$ cat config.mk
export PLATFORM = sky130hd
export DESIGN_NAME = mem_access_unit
export DESIGN_NICKNAME = d
export VERILOG_FILES = /design/src/rtl/mips_defs.sv /design/src/rtl/load_extend.sv /design/src/rtl/mem_access_unit.sv
export SDC_FILE = /design/constraint.sdc
export NUM_CORES = 1
export LEC_CHECK = 0
export BUFFER_PORTS_ARGS = -buffer_cell sky130_fd_sc_hd__buf_2
export CORE_ASPECT_RATIO = 0.7
export CORE_MARGIN = 1.5
export CORE_UTILIZATION = 49
export DETAILED_ROUTE_END_ITERATION = 16
export PLACE_DENSITY = 0.83
export SLEW_MARGIN = 10
export SYNTH_ARGS = -nofsm -noshare
export SYNTH_HDL_FRONTEND = slang
export SYNTH_SLANG_ARGS = --single-unit
$ cat constraint.sdc
create_clock -name clk -period 2.5 [get_ports clk]
set_input_delay 0.5 -clock clk [delete_from_list [all_inputs] [get_ports clk]]
set_output_delay 0.5 -clock clk [all_outputs]
set_load 0.02 [all_outputs]
$ cat src/rtl/mips_defs.sv
// mips_defs: shared load-select encodings, MEM-stage FSM states and the MEM/WB record
package mips_defs;
    localparam logic [2:0] LS_LW  = 3'd0;
    localparam logic [2:0] LS_LB  = 3'd1;
    localparam logic [2:0] LS_LBU = 3'd2;
    localparam logic [2:0] LS_LH  = 3'd3;
    localparam logic [2:0] LS_LHU = 3'd4;

    typedef enum logic [1:0] {
        S_IDLE = 2'd0,
        S_BUSY = 2'd1,
        S_DONE = 2'd2
    } state_e;

    typedef struct packed {
        logic        nop;
        logic [31:0] pc;
        logic        reg_w;
        logic [3:0]  reg_byte_w_en;
        logic [4:0]  rd_addr;
        logic [31:0] data;
        logic        bus_err;
    } memwb_t;

    localparam memwb_t MEMWB_RST = '{nop: 1'b1, default: '0};
endpackage

$ cat src/rtl/load_extend.sv
// load_extend: picks the addressed byte/half of the read word and sign/zero-extends it
module load_extend
    import mips_defs::*;
(
    input  logic [31:0] rbuf,
    input  logic [1:0]  off,
    input  logic [2:0]  load_sel,
    output logic [31:0] data
);
    logic [7:0]  b;
    logic [15:0] h;

    always_comb begin
        b = rbuf[{off, 3'b000} +: 8];
        h = off[1] ? rbuf[31:16] : rbuf[15:0];
        data = load_sel == LS_LB  ? {{24{b[7]}}, b} :
               load_sel == LS_LBU ? {24'h0, b} :
               load_sel == LS_LH  ? {{16{h[15]}}, h} :
               load_sel == LS_LHU ? {16'h0, h} : rbuf;
    end
endmodule

$ cat src/rtl/mem_access_unit.sv
// mem_access_unit: MEM stage bus handshake with timeout, load extension and MEM/WB register
module mem_access_unit
    import mips_defs::*;
#(
    parameter int TIMEOUT = 64,
    parameter int CNT_W   = 7
) (
    input  logic        clk,
    input  logic        reset,
    input  logic        cu_stall,
    input  logic        cu_flush,
    input  logic        mem_nop,
    input  logic [31:0] exmem_pc,
    input  logic        exmem_mem_r,
    input  logic        exmem_mem_w,
    input  logic        exmem_reg_w,
    input  logic [3:0]  reg_byte_w_en_out,
    input  logic [4:0]  exmem_rd_addr,
    input  logic [3:0]  mem_byte_w_en_out,
    input  logic [31:0] exmem_alu_res,
    input  logic [31:0] exmem_aligned_rt_data,
    input  logic [2:0]  exmem_load_sel,
    output logic        dmem_req,
    output logic        dmem_we,
    output logic [31:0] dmem_addr,
    output logic [3:0]  dmem_be,
    output logic [31:0] dmem_wdata,
    input  logic        dmem_ack,
    input  logic [31:0] dmem_rdata,
    output logic        mem_stall,
    output logic        memwb_nop,
    output logic [31:0] memwb_pc,
    output logic        memwb_reg_w,
    output logic [3:0]  memwb_reg_byte_w_en,
    output logic [4:0]  memwb_rd_addr,
    output logic [31:0] memwb_data,
    output logic        memwb_bus_err
);
    state_e             state_q, state_d;
    logic [CNT_W-1:0]   cnt_q, cnt_d;
    logic               req_q, req_d;
    logic               err_q, err_d;
    logic [31:0]        rbuf_q, rbuf_d;
    memwb_t             memwb_q, memwb_d;
    logic               pending;
    logic [31:0]        ext;

    load_extend u_ext (
        .rbuf     (rbuf_q),
        .off      (exmem_alu_res[1:0]),
        .load_sel (exmem_load_sel),
        .data     (ext)
    );

    assign pending    = !mem_nop && (exmem_mem_r || (exmem_mem_w && |mem_byte_w_en_out));
    assign mem_stall  = pending && state_q != S_DONE;
    assign dmem_req   = req_q;
    assign dmem_we    = exmem_mem_w;
    assign dmem_addr  = {exmem_alu_res[31:2], 2'b00};
    assign dmem_be    = exmem_mem_r ? 4'hF : mem_byte_w_en_out;
    assign dmem_wdata = exmem_aligned_rt_data;

    always_comb begin
        state_d = state_q;
        cnt_d   = cnt_q;
        req_d   = req_q;
        err_d   = err_q;
        rbuf_d  = rbuf_q;
        case (state_q)
            S_IDLE: if (pending) begin
                state_d = S_BUSY;
                req_d   = 1'b1;
                cnt_d   = '0;
            end
            S_BUSY: if (dmem_ack) begin
                state_d = S_DONE;
                req_d   = 1'b0;
                err_d   = 1'b0;
                rbuf_d  = dmem_rdata;
            end else if (cnt_q == CNT_W'(TIMEOUT - 1)) begin
                state_d = S_DONE;
                req_d   = 1'b0;
                err_d   = 1'b1;
                rbuf_d  = '0;
            end else begin
                cnt_d = cnt_q + 1'b1;
            end
            S_DONE: state_d = cu_stall ? S_DONE : S_IDLE;
            default: state_d = S_IDLE;
        endcase
        memwb_d = cu_stall ? memwb_q :
                  cu_flush ? MEMWB_RST :
                  memwb_t'{nop:           mem_nop,
                           pc:            exmem_pc,
                           reg_w:         exmem_reg_w,
                           reg_byte_w_en: reg_byte_w_en_out,
                           rd_addr:       exmem_rd_addr,
                           data:          exmem_mem_r ? ext : exmem_alu_res,
                           bus_err:       pending && err_q};
    end

    always_ff @(negedge clk) begin
        if (reset) begin
            state_q <= S_IDLE;
            cnt_q   <= '0;
            req_q   <= 1'b0;
            err_q   <= 1'b0;
            rbuf_q  <= '0;
            memwb_q <= MEMWB_RST;
        end else begin
            state_q <= state_d;
            cnt_q   <= cnt_d;
            req_q   <= req_d;
            err_q   <= err_d;
            rbuf_q  <= rbuf_d;
            memwb_q <= memwb_d;
        end
    end

    assign memwb_nop           = memwb_q.nop;
    assign memwb_pc            = memwb_q.pc;
    assign memwb_reg_w         = memwb_q.reg_w;
    assign memwb_reg_byte_w_en = memwb_q.reg_byte_w_en;
    assign memwb_rd_addr       = memwb_q.rd_addr;
    assign memwb_data          = memwb_q.data;
    assign memwb_bus_err       = memwb_q.bus_err;
endmodule

Word level (Yosys, flattened, before mapping)
Index checks and enable logic that the tools add are counted.
{"block": "classes", "reduce_logical": 14, "n_addsub": 1, "shifts": 1, "mux": 25, "n_eq_ne": 12}
{"cell": "32-bit two-way mux", "n": 7}
{"cell": "76-bit two-way mux", "n": 1}
{"cell": "32-bit by 6-bit indexed part select with 8-bit output", "n": 1}
{"cell": "7-bit two-way mux", "n": 3}
{"cell": "16-bit two-way mux", "n": 1}
{"cell": "7-bit case mux with 2 select lines", "n": 1}
{"cell": "2-bit two-way mux", "n": 4}
{"cell": "2-bit inequality test (second input constant)", "n": 4}
{"cell": "7-bit by 1-bit adder with 7-bit output (second input constant)", "n": 1}
{"cell": "7-bit by 6-bit == test with 1-bit output (second input constant)", "n": 1}
{"cell": "3-bit by 2-bit == test with 1-bit output (second input constant)", "n": 2}
{"cell": "2-bit case mux with 3 select lines", "n": 1}
{"cell": "1-bit two-way mux", "n": 5}
{"cell": "1-bit logical AND", "n": 4}
{"cell": "4-bit two-way mux", "n": 1}
{"cell": "2-bit AND reduction", "n": 2}
{"cell": "4-bit AND reduction", "n": 1}
{"cell": "2-bit nonzero test", "n": 2}
{"cell": "4-bit OR reduction", "n": 1}
{"cell": "3-bit by 1-bit == test with 1-bit output (second input constant)", "n": 1}
{"cell": "3-bit == test (second input constant)", "n": 1}
{"cell": "3-bit inequality test (second input constant)", "n": 1}
{"cell": "3-bit AND reduction", "n": 1}
{"cell": "2-bit by 1-bit == test with 1-bit output (second input constant)", "n": 1}
{"cell": "other kinds (5)", "n": 5}
{"block": "totals", "word_cells": 65, "output_inout_bits": 147, "inputBits": 153, "reg_bits": 119}

Depth between registers and ports, before layout
Gate-level depths: netlist (run 1).
{"block": "logic_depth", "word_depth": 7, "mapped_depth": 7, "depth_no_buf": 5}

Hierarchy
Synthesis (run 1) repeated with hierarchy kept, for this count alone.
{"block": "hier_totals", "hier_cells": 604, "hier_area_um2": 5870.6}
{"module": "mem_access_unit", "area_per_inst_um2": 4961.0, "instances": 1, "seq_area_each_um2": 2382.3, "cells_per_inst": 504}
{"module": "load_extend", "area_per_inst_um2": 909.6, "instances": 1, "seq_area_each_um2": 0.0, "cells_per_inst": 100}

==> qor.txt, run 1 <==
Dpl hpwl: 13100 um
Synthesized instance count: 676
Reg-to-reg startpoint: cnt_q[1]
Area of the core: 11300 um^2
Most common cell after layout, fill and taps aside: buf_2
Number of max-cap violations: 0
Post-synth top area share: 41.2%
Violated checks: negative setup slack
Register area: 2480 um^2
Reg2reg path depth: 6
Fin util: 80.2%
CTS tree: done
Post-synth EDFFs: 0
CP required: 2000 ps
Post-Route WL: 21100 um
Buffers on Ports: 233
Placed Cells: 1002
Die width: 133 um
Seq cells post-synth: 119
Max VDD drop: 0.561 mV
Synth-to-layout area growth: 56.1%
Top post-synthesis cells by area: dfxtp_1 41%, buf_4 8.7%, a22oi_1 6.5%
Max Slew Vio Count: 0
Fin cells: 1176
Ys Warns: 0
I/O pin count: 300
Number of diodes: 0
CTS Sinks: 119
Total power: 6.16 mW
Mean Syn Cell Area: 8.55 um^2
Post-synthesis cell type count: 61
DR iter-0 viols: 620
First-pass GRT wire length: 31600 um
Post-synth top flop: dfxtp_1
Average wire per standard cell: 18.0 um
Clock tree root buffer cell: clkbuf_16
Hold Crit Class: reg2reg
Starting density of the core: 51.4%
Synth area leader: dfxtp_1
Synthesized area: 5780 um^2
GRT Util Overall: 32.5%
RR Endpoint: rbuf_q[11]
Commonest cells after routing, fill and taps aside: 146 x buf_2, 125 x inv_1, 92 x buf_6
Pwr/cell area: 683 nW/um^2
Crit path max fanout: 2
Setup crit end kind: output pin
Setup TNS: -13750 ps
WS Path Type: reg2out
Die footprint: 12500 um^2
Outcome: finished, violations left
Setup violators final: 103
Final net count: 1164
R2R Setup Slk: 620 ps
Area of the multi-input gates: 2820 um^2
H-tree Lvls: 4
Worst path max stage delay: 350 ps
Worst Slack Setup Final: -397 ps
Worst Hold End: memwb_data[29]
Leakage power: 4.27 nW
CTS Hold Buffers Added: 0
Clk Latency, worst-skew pair: 460 ps
Arrival @ worst endpoint: 2400 ps
RSZ-0062 raised after global routing: yes
Vias per inst: 5.61
Cell mode on critical path: nor2_4
Hold Crit Start: memwb_data[29]
Initial antenna violation count: 0
RD Place Congestion: 0.933
Number of routed nets with antenna violations: 0
Ys async rst share: 0%
Critical Path Source Type: register
Slowest cell on the critical path: dfxtp_2
Total gr overflow: 0
Clock Skews: 32.0 ps
Die span in y: 93.9 um
DR pass1 iterations: 5
Clock transition at path regs: 50 ps
Layout cell share with drive strength beyond 1: 46.7%
DRC: 0
Number of filler cells placed in the layout: 683
Number of CTS-inserted buffers: 17
Clock Path Buffers: 2
Hold slack: 452 ps
Hold Path Stages: 2
Cell Rows: 32
Sequential cell area fraction in the yosys report: 41.2%
Largest net degree at the start of global routing: 43
Crit-path cells: inv_2 > nor2_4 > nor2_4 > buf_6
Final Hold Viols: 0
Routed vias: 6593
Vias in the first global route: 6529
-- power by group --
part / internal [mW] / switching, mW / total [mW]
Sequential: 1.99 / 0.0642 / 2.05
Combinational: 0.417 / 0.471 / 0.888
Clock: 1.65 / 1.56 / 3.22
Total: 4.06 / 2.10 / 6.16
-- flip-flops by register name, indices dropped and copies added (netlist names) --
| signal | count |
|---|---|
| cnt_q | 7 |
| dmem_req | 1 |
| err_q | 1 |
| memwb_bus_err | 1 |
| memwb_data | 32 |
| memwb_nop | 1 |
| memwb_pc | 32 |
| memwb_rd_addr | 5 |
| memwb_reg_byte_w_en | 4 |
| memwb_reg_w | 1 |
| rbuf_q | 32 |
| state_q | 2 |
-- cell type report --
type / count / area share (%)
Inverter: 8 / 0.333
Multi-Input combinational cell: 430 / 31.3
Clock inverter: 134 / 6.53
Tap cell: 153 / 2.12
Timing Repair Buffer: 315 / 27.5
Clock buffer: 17 / 4.71
Sequential cell: 119 / 27.5
-- synthesized netlist by cell type (all sizes together) (2+ instances only) --
cell type,instances
or2,5
o22ai,8
a21oi,45
nor2b,8
nand2,53
o21ai,89
o21a,18
nor2,68
o211ai,2
a211oi,5
nor4b,7
xnor2,3
mux2i,9
dfxtp,119
nor3,4
a31oi,2
nand3,2
inv,9
and3b,2
a2bb2oi,9
clkbuf,35
mux4,7
and4,3
nor3b,4
buf,84
nand4,3
a22oi,50
nor4,2
-- worst max-delay path, delay by kind of cell, from the launching register on --
family | cells | cell delay [ps]
buf+inv | 2 | 180
simple gates | 2 | 160
flops | 1 | 350
-- logic make-up after synthesis --
logic type	share of synthesized area, %
muxes	4.74
buffers and inverters	13.2
AOI/OAI and AO/OA	26.4
DFF	41.2
adders and majority gates	0.216
xor gates and xnor gates	0.606
other	0.0649
and+or+nand+nor	13.6
-- what timing repair did --
item,CTS,global route
gates cloned,1,0
pin swaps,15,16
endpoints found under the setup margin,111,112
buffers inserted,18,9
resized for setup,273,28
-- per-layer routing --
layer,vias to the layer above,wire length [um],GRT usage [%]
met5,-,0,0
met4,0,624,16.8
met3,74,2210,13.5
met2,409,10100,50.8
met1,3079,8260,38.5
li1,3031,-,-
-- through the flow --
| step | setup WS, ps | instance area, um^2 |
|---|---|---|
| 3_5_place_dp | -581 | 7030 |
| 5_1_grt | -432 | 9020 |
| 2_1_floorplan | -544 | 6050 |
| 6_report | -397 | 9020 |
| 4_1_cts | -379 | 8890 |
| 3_3_place_gp | -536 | 7030 |
-- how the worst max path moves through the flow --
stage	from	end	slack (ps)	cells after the start
floorplan	exmem_alu_res[0]	memwb_data[16]	-540	6
global placement	exmem_alu_res[0]	memwb_data[17]	-540	6
detailed placement	exmem_alu_res[0]	memwb_data[30]	-580	6
CTS	state_q[1]	mem_stall	-380	4
global route	state_q[1]	mem_stall	-430	4
finish	state_q[1]	mem_stall	-400	4
(Power assumes the default switching activity.)
==> inputs of run 2 (changes only) <==
--- a/config.mk
+++ b/config.mk
@@ -6,11 +6,13 @@
 export NUM_CORES = 1
 export LEC_CHECK = 0
 export BUFFER_PORTS_ARGS = -buffer_cell sky130_fd_sc_hd__buf_2
+export CELL_PAD_IN_SITES_DETAIL_PLACEMENT = 1
+export CELL_PAD_IN_SITES_GLOBAL_PLACEMENT = 2
 export CORE_ASPECT_RATIO = 0.7
 export CORE_MARGIN = 1.5
-export CORE_UTILIZATION = 49
+export CORE_UTILIZATION = 26
 export DETAILED_ROUTE_END_ITERATION = 16
-export PLACE_DENSITY = 0.83
+export PLACE_DENSITY = 0.81
 export SLEW_MARGIN = 10
 export SYNTH_ARGS = -nofsm -noshare
 export SYNTH_HDL_FRONTEND = slang
==> run 2 against run 1 <==
  * The run still ends with negative setup slack left
  * Register-to-register slack gained 30 ps
  * Sequential power barely moved
  * Flip-flop and latch count did not move
  * Setup slack improved by 30 ps
  * Largest power group unchanged
==> qor.txt, run 2 (synthesized netlist as in run 1, its figures left out) <==
Dpl hpwl: 16500 um (was 13100 um)
CTS Sinks: 119 (unchanged)
RD Place Congestion: 0.796 (was 0.933)
Number of max-cap violations: 0 (unchanged)
Buffers on Ports: 233 (unchanged)
Setup violators final: 94 (was 103)
Setup crit end kind: output pin (unchanged)
Cell Rows: 45 (was 32)
First-pass GRT wire length: 34300 um (was 31600 um)
Leakage power: 4.22 nW (was 4.27 nW)
Number of CTS-inserted buffers: 17 (unchanged)
Met3 GRT Util: 8.55% (was 13.5%)
Kind of cell adding the most delay to the critical path: flip-flops (unchanged)
CTS Hold Buffers Added: 0 (unchanged)
Initial antenna violation count: 0 (unchanged)
Die span in y: 128 um (was 93.9 um)
DRC: 0 (unchanged)
Starting density of the core: 26.6% (was 51.4%)
Synth-to-layout area growth: 57.3% (was 56.1%)
CP required: 2000 ps (about the same)
Clock transition at path regs: 30 ps (was 50 ps)
Violated checks: negative setup slack (unchanged)
Vias per inst: 4.83 (was 5.61)
Total power: 6.23 mW (was 6.16 mW)
Met2 Use GR: 27.2% (was 50.8%)
Final Hold Viols: 0 (unchanged)
Crit-path cells: inv_2 > nor2_4 > nor2_2 > buf_6 (was inv_2 > nor2_4 > nor2_4 > buf_6)
Number of filler cells placed in the layout: 2604 (was 683)
I/O pin count: 300 (unchanged)
Number of routed nets with antenna violations: 0 (unchanged)
Max Slew Vio Count: 0 (unchanged)
Routed vias: 6256 (was 6593)
Die width: 181 um (was 133 um)
Placed Cells: 1133 (was 1002)
Average wire per standard cell: 17.7 um (was 18.0 um)
H-tree Lvls: 4 (unchanged)
Outcome: finished, violations left (unchanged)
Clock Path Buffers: 2 (unchanged)
Arrival @ worst endpoint: 2370 ps (was 2400 ps)
Fin cells: 1296 (was 1176)
Post-Route WL: 22900 um (was 21100 um)
Final net count: 1155 (was 1164)
Design Area, Final: 9090 um^2 (was 9020 um^2)
Most common cell after layout, fill and taps aside: buf_2 (unchanged)
Largest net degree at the start of global routing: 47 (was 43)
Pwr/cell area: 685 nW/um^2 (was 683 nW/um^2)
Commonest cells after routing, fill and taps aside: 148 x buf_2, 127 x inv_1, 87 x buf_6 (was 146 x buf_2, 125 x inv_1, 92 x buf_6)
GRT Util Overall: 19.4% (was 32.5%)
DR pass1 iterations: 4 (was 5)
CTS tree: done (unchanged)
RSZ-0062 raised after global routing: yes (unchanged)
Total gr overflow: 0 (unchanged)
Critical Path Source Type: register (unchanged)
Crit path max fanout: 2 (unchanged)
DR iter-0 viols: 257 (was 620)
GR Util met1: 25.6% (was 38.5%)
Number of diodes: 0 (unchanged)
Worst Slack Setup Final: -367 ps (was -397 ps)
Clock tree root buffer cell: clkbuf_16 (unchanged)
Clock Skews: 23.0 ps (was 32.0 ps)
WS Path Type: reg2out (unchanged)
Die footprint: 23200 um^2 (was 12500 um^2)
Post-DP Area: 7220 um^2 (was 7030 um^2)
Area of the core: 21700 um^2 (was 11300 um^2)
Critical path buffers and inverters: 2 (unchanged)
Max VDD drop: 0.460 mV (was 0.561 mV)
Clk Latency, worst-skew pair: 460 ps (about the same)
Layer with the highest usage: met2 (unchanged)
Hold Crit Class: reg2reg (unchanged)
Worst path max stage delay: 310 ps (was 350 ps)
Slowest cell on the critical path: dfxtp_2 (unchanged)
Vias in the first global route: 6535 (was 6529)
Hold slack: 444 ps (was 452 ps)
Layout cell share with drive strength beyond 1: 45.7% (was 46.7%)
[run 2: cell count changes in the layout (fill, tap and decap cells not counted), moves of 3 or more]
| cell | before | now |
|---|---|---|
| buf_4 | 65 | 62 |
| a2bb2oi_1 | 5 | 8 |
| inv_6 | 3 | 0 |
| o21ai_1 | 28 | 31 |
| a2bb2oi_2 | 4 | 1 |
| buf_6 | 92 | 87 |
| clkinv_4 | 2 | 5 |
| o21ai_2 | 6 | 2 |
[run 2: cell type report]
type	count	area (um^2)	share of cell area, %
repair buffers	306	2360	25.9
clock buffers	17	425	4.68
clock inverters	134	623	6.85
multi-input cells	430	2820	31.1
well taps	282	353	3.88
inverters	8	30.0	0.330
flip-flops and latches	119	2480	27.3
[run 2: timing repair]
item	CTS	global route
buffers inserted	9	4
gates resized for setup	261	22
pin swaps	7	8
endpoints found under the setup margin	109	116
[run 2: worst min-delay path, delay by kind of cell, from the launching register on]
| family | cells | cell delay (ps) |
|---|---|---|
| compound gates | 1 | 50 |
| flops | 1 | 310 |
| simple gates | 1 | 50 |
[run 2: final timing paths]
check,start,to,slack [ps],cells past startpoint
setup / recovery,state_q[1],mem_stall,-370,4
hold / removal,memwb_data[27],memwb_data[27],440,2
setup reg to reg,cnt_q[1],cnt_q[3],650,6
hold reg to reg,memwb_data[27],memwb_data[27],440,2
[run 2: stage by stage]
step | utilization, % | setup slack, ps | setup TNS (ps)
global placement | 33.2 | -557 | -38180
floorplan | - | -544 | -14740
detailed placement | 33.2 | -584 | -41750
global route | 41.8 | -439 | -16220
CTS | 41.3 | -390 | -13490
finish | 41.8 | -367 | -12540
[run 2: layer usage]
layer	wire length, um	part of all wire (%)
met1	10800	47
met2	10100	44
met3	1800	7.9
met5	0	0
met4	187	0.82
[run 2: where the power goes]
group          internal, mW  total, mW  switching, mW
clock network          1.83       3.31           1.48
registers              1.99       2.06         0.0661
logic                 0.398      0.862          0.463
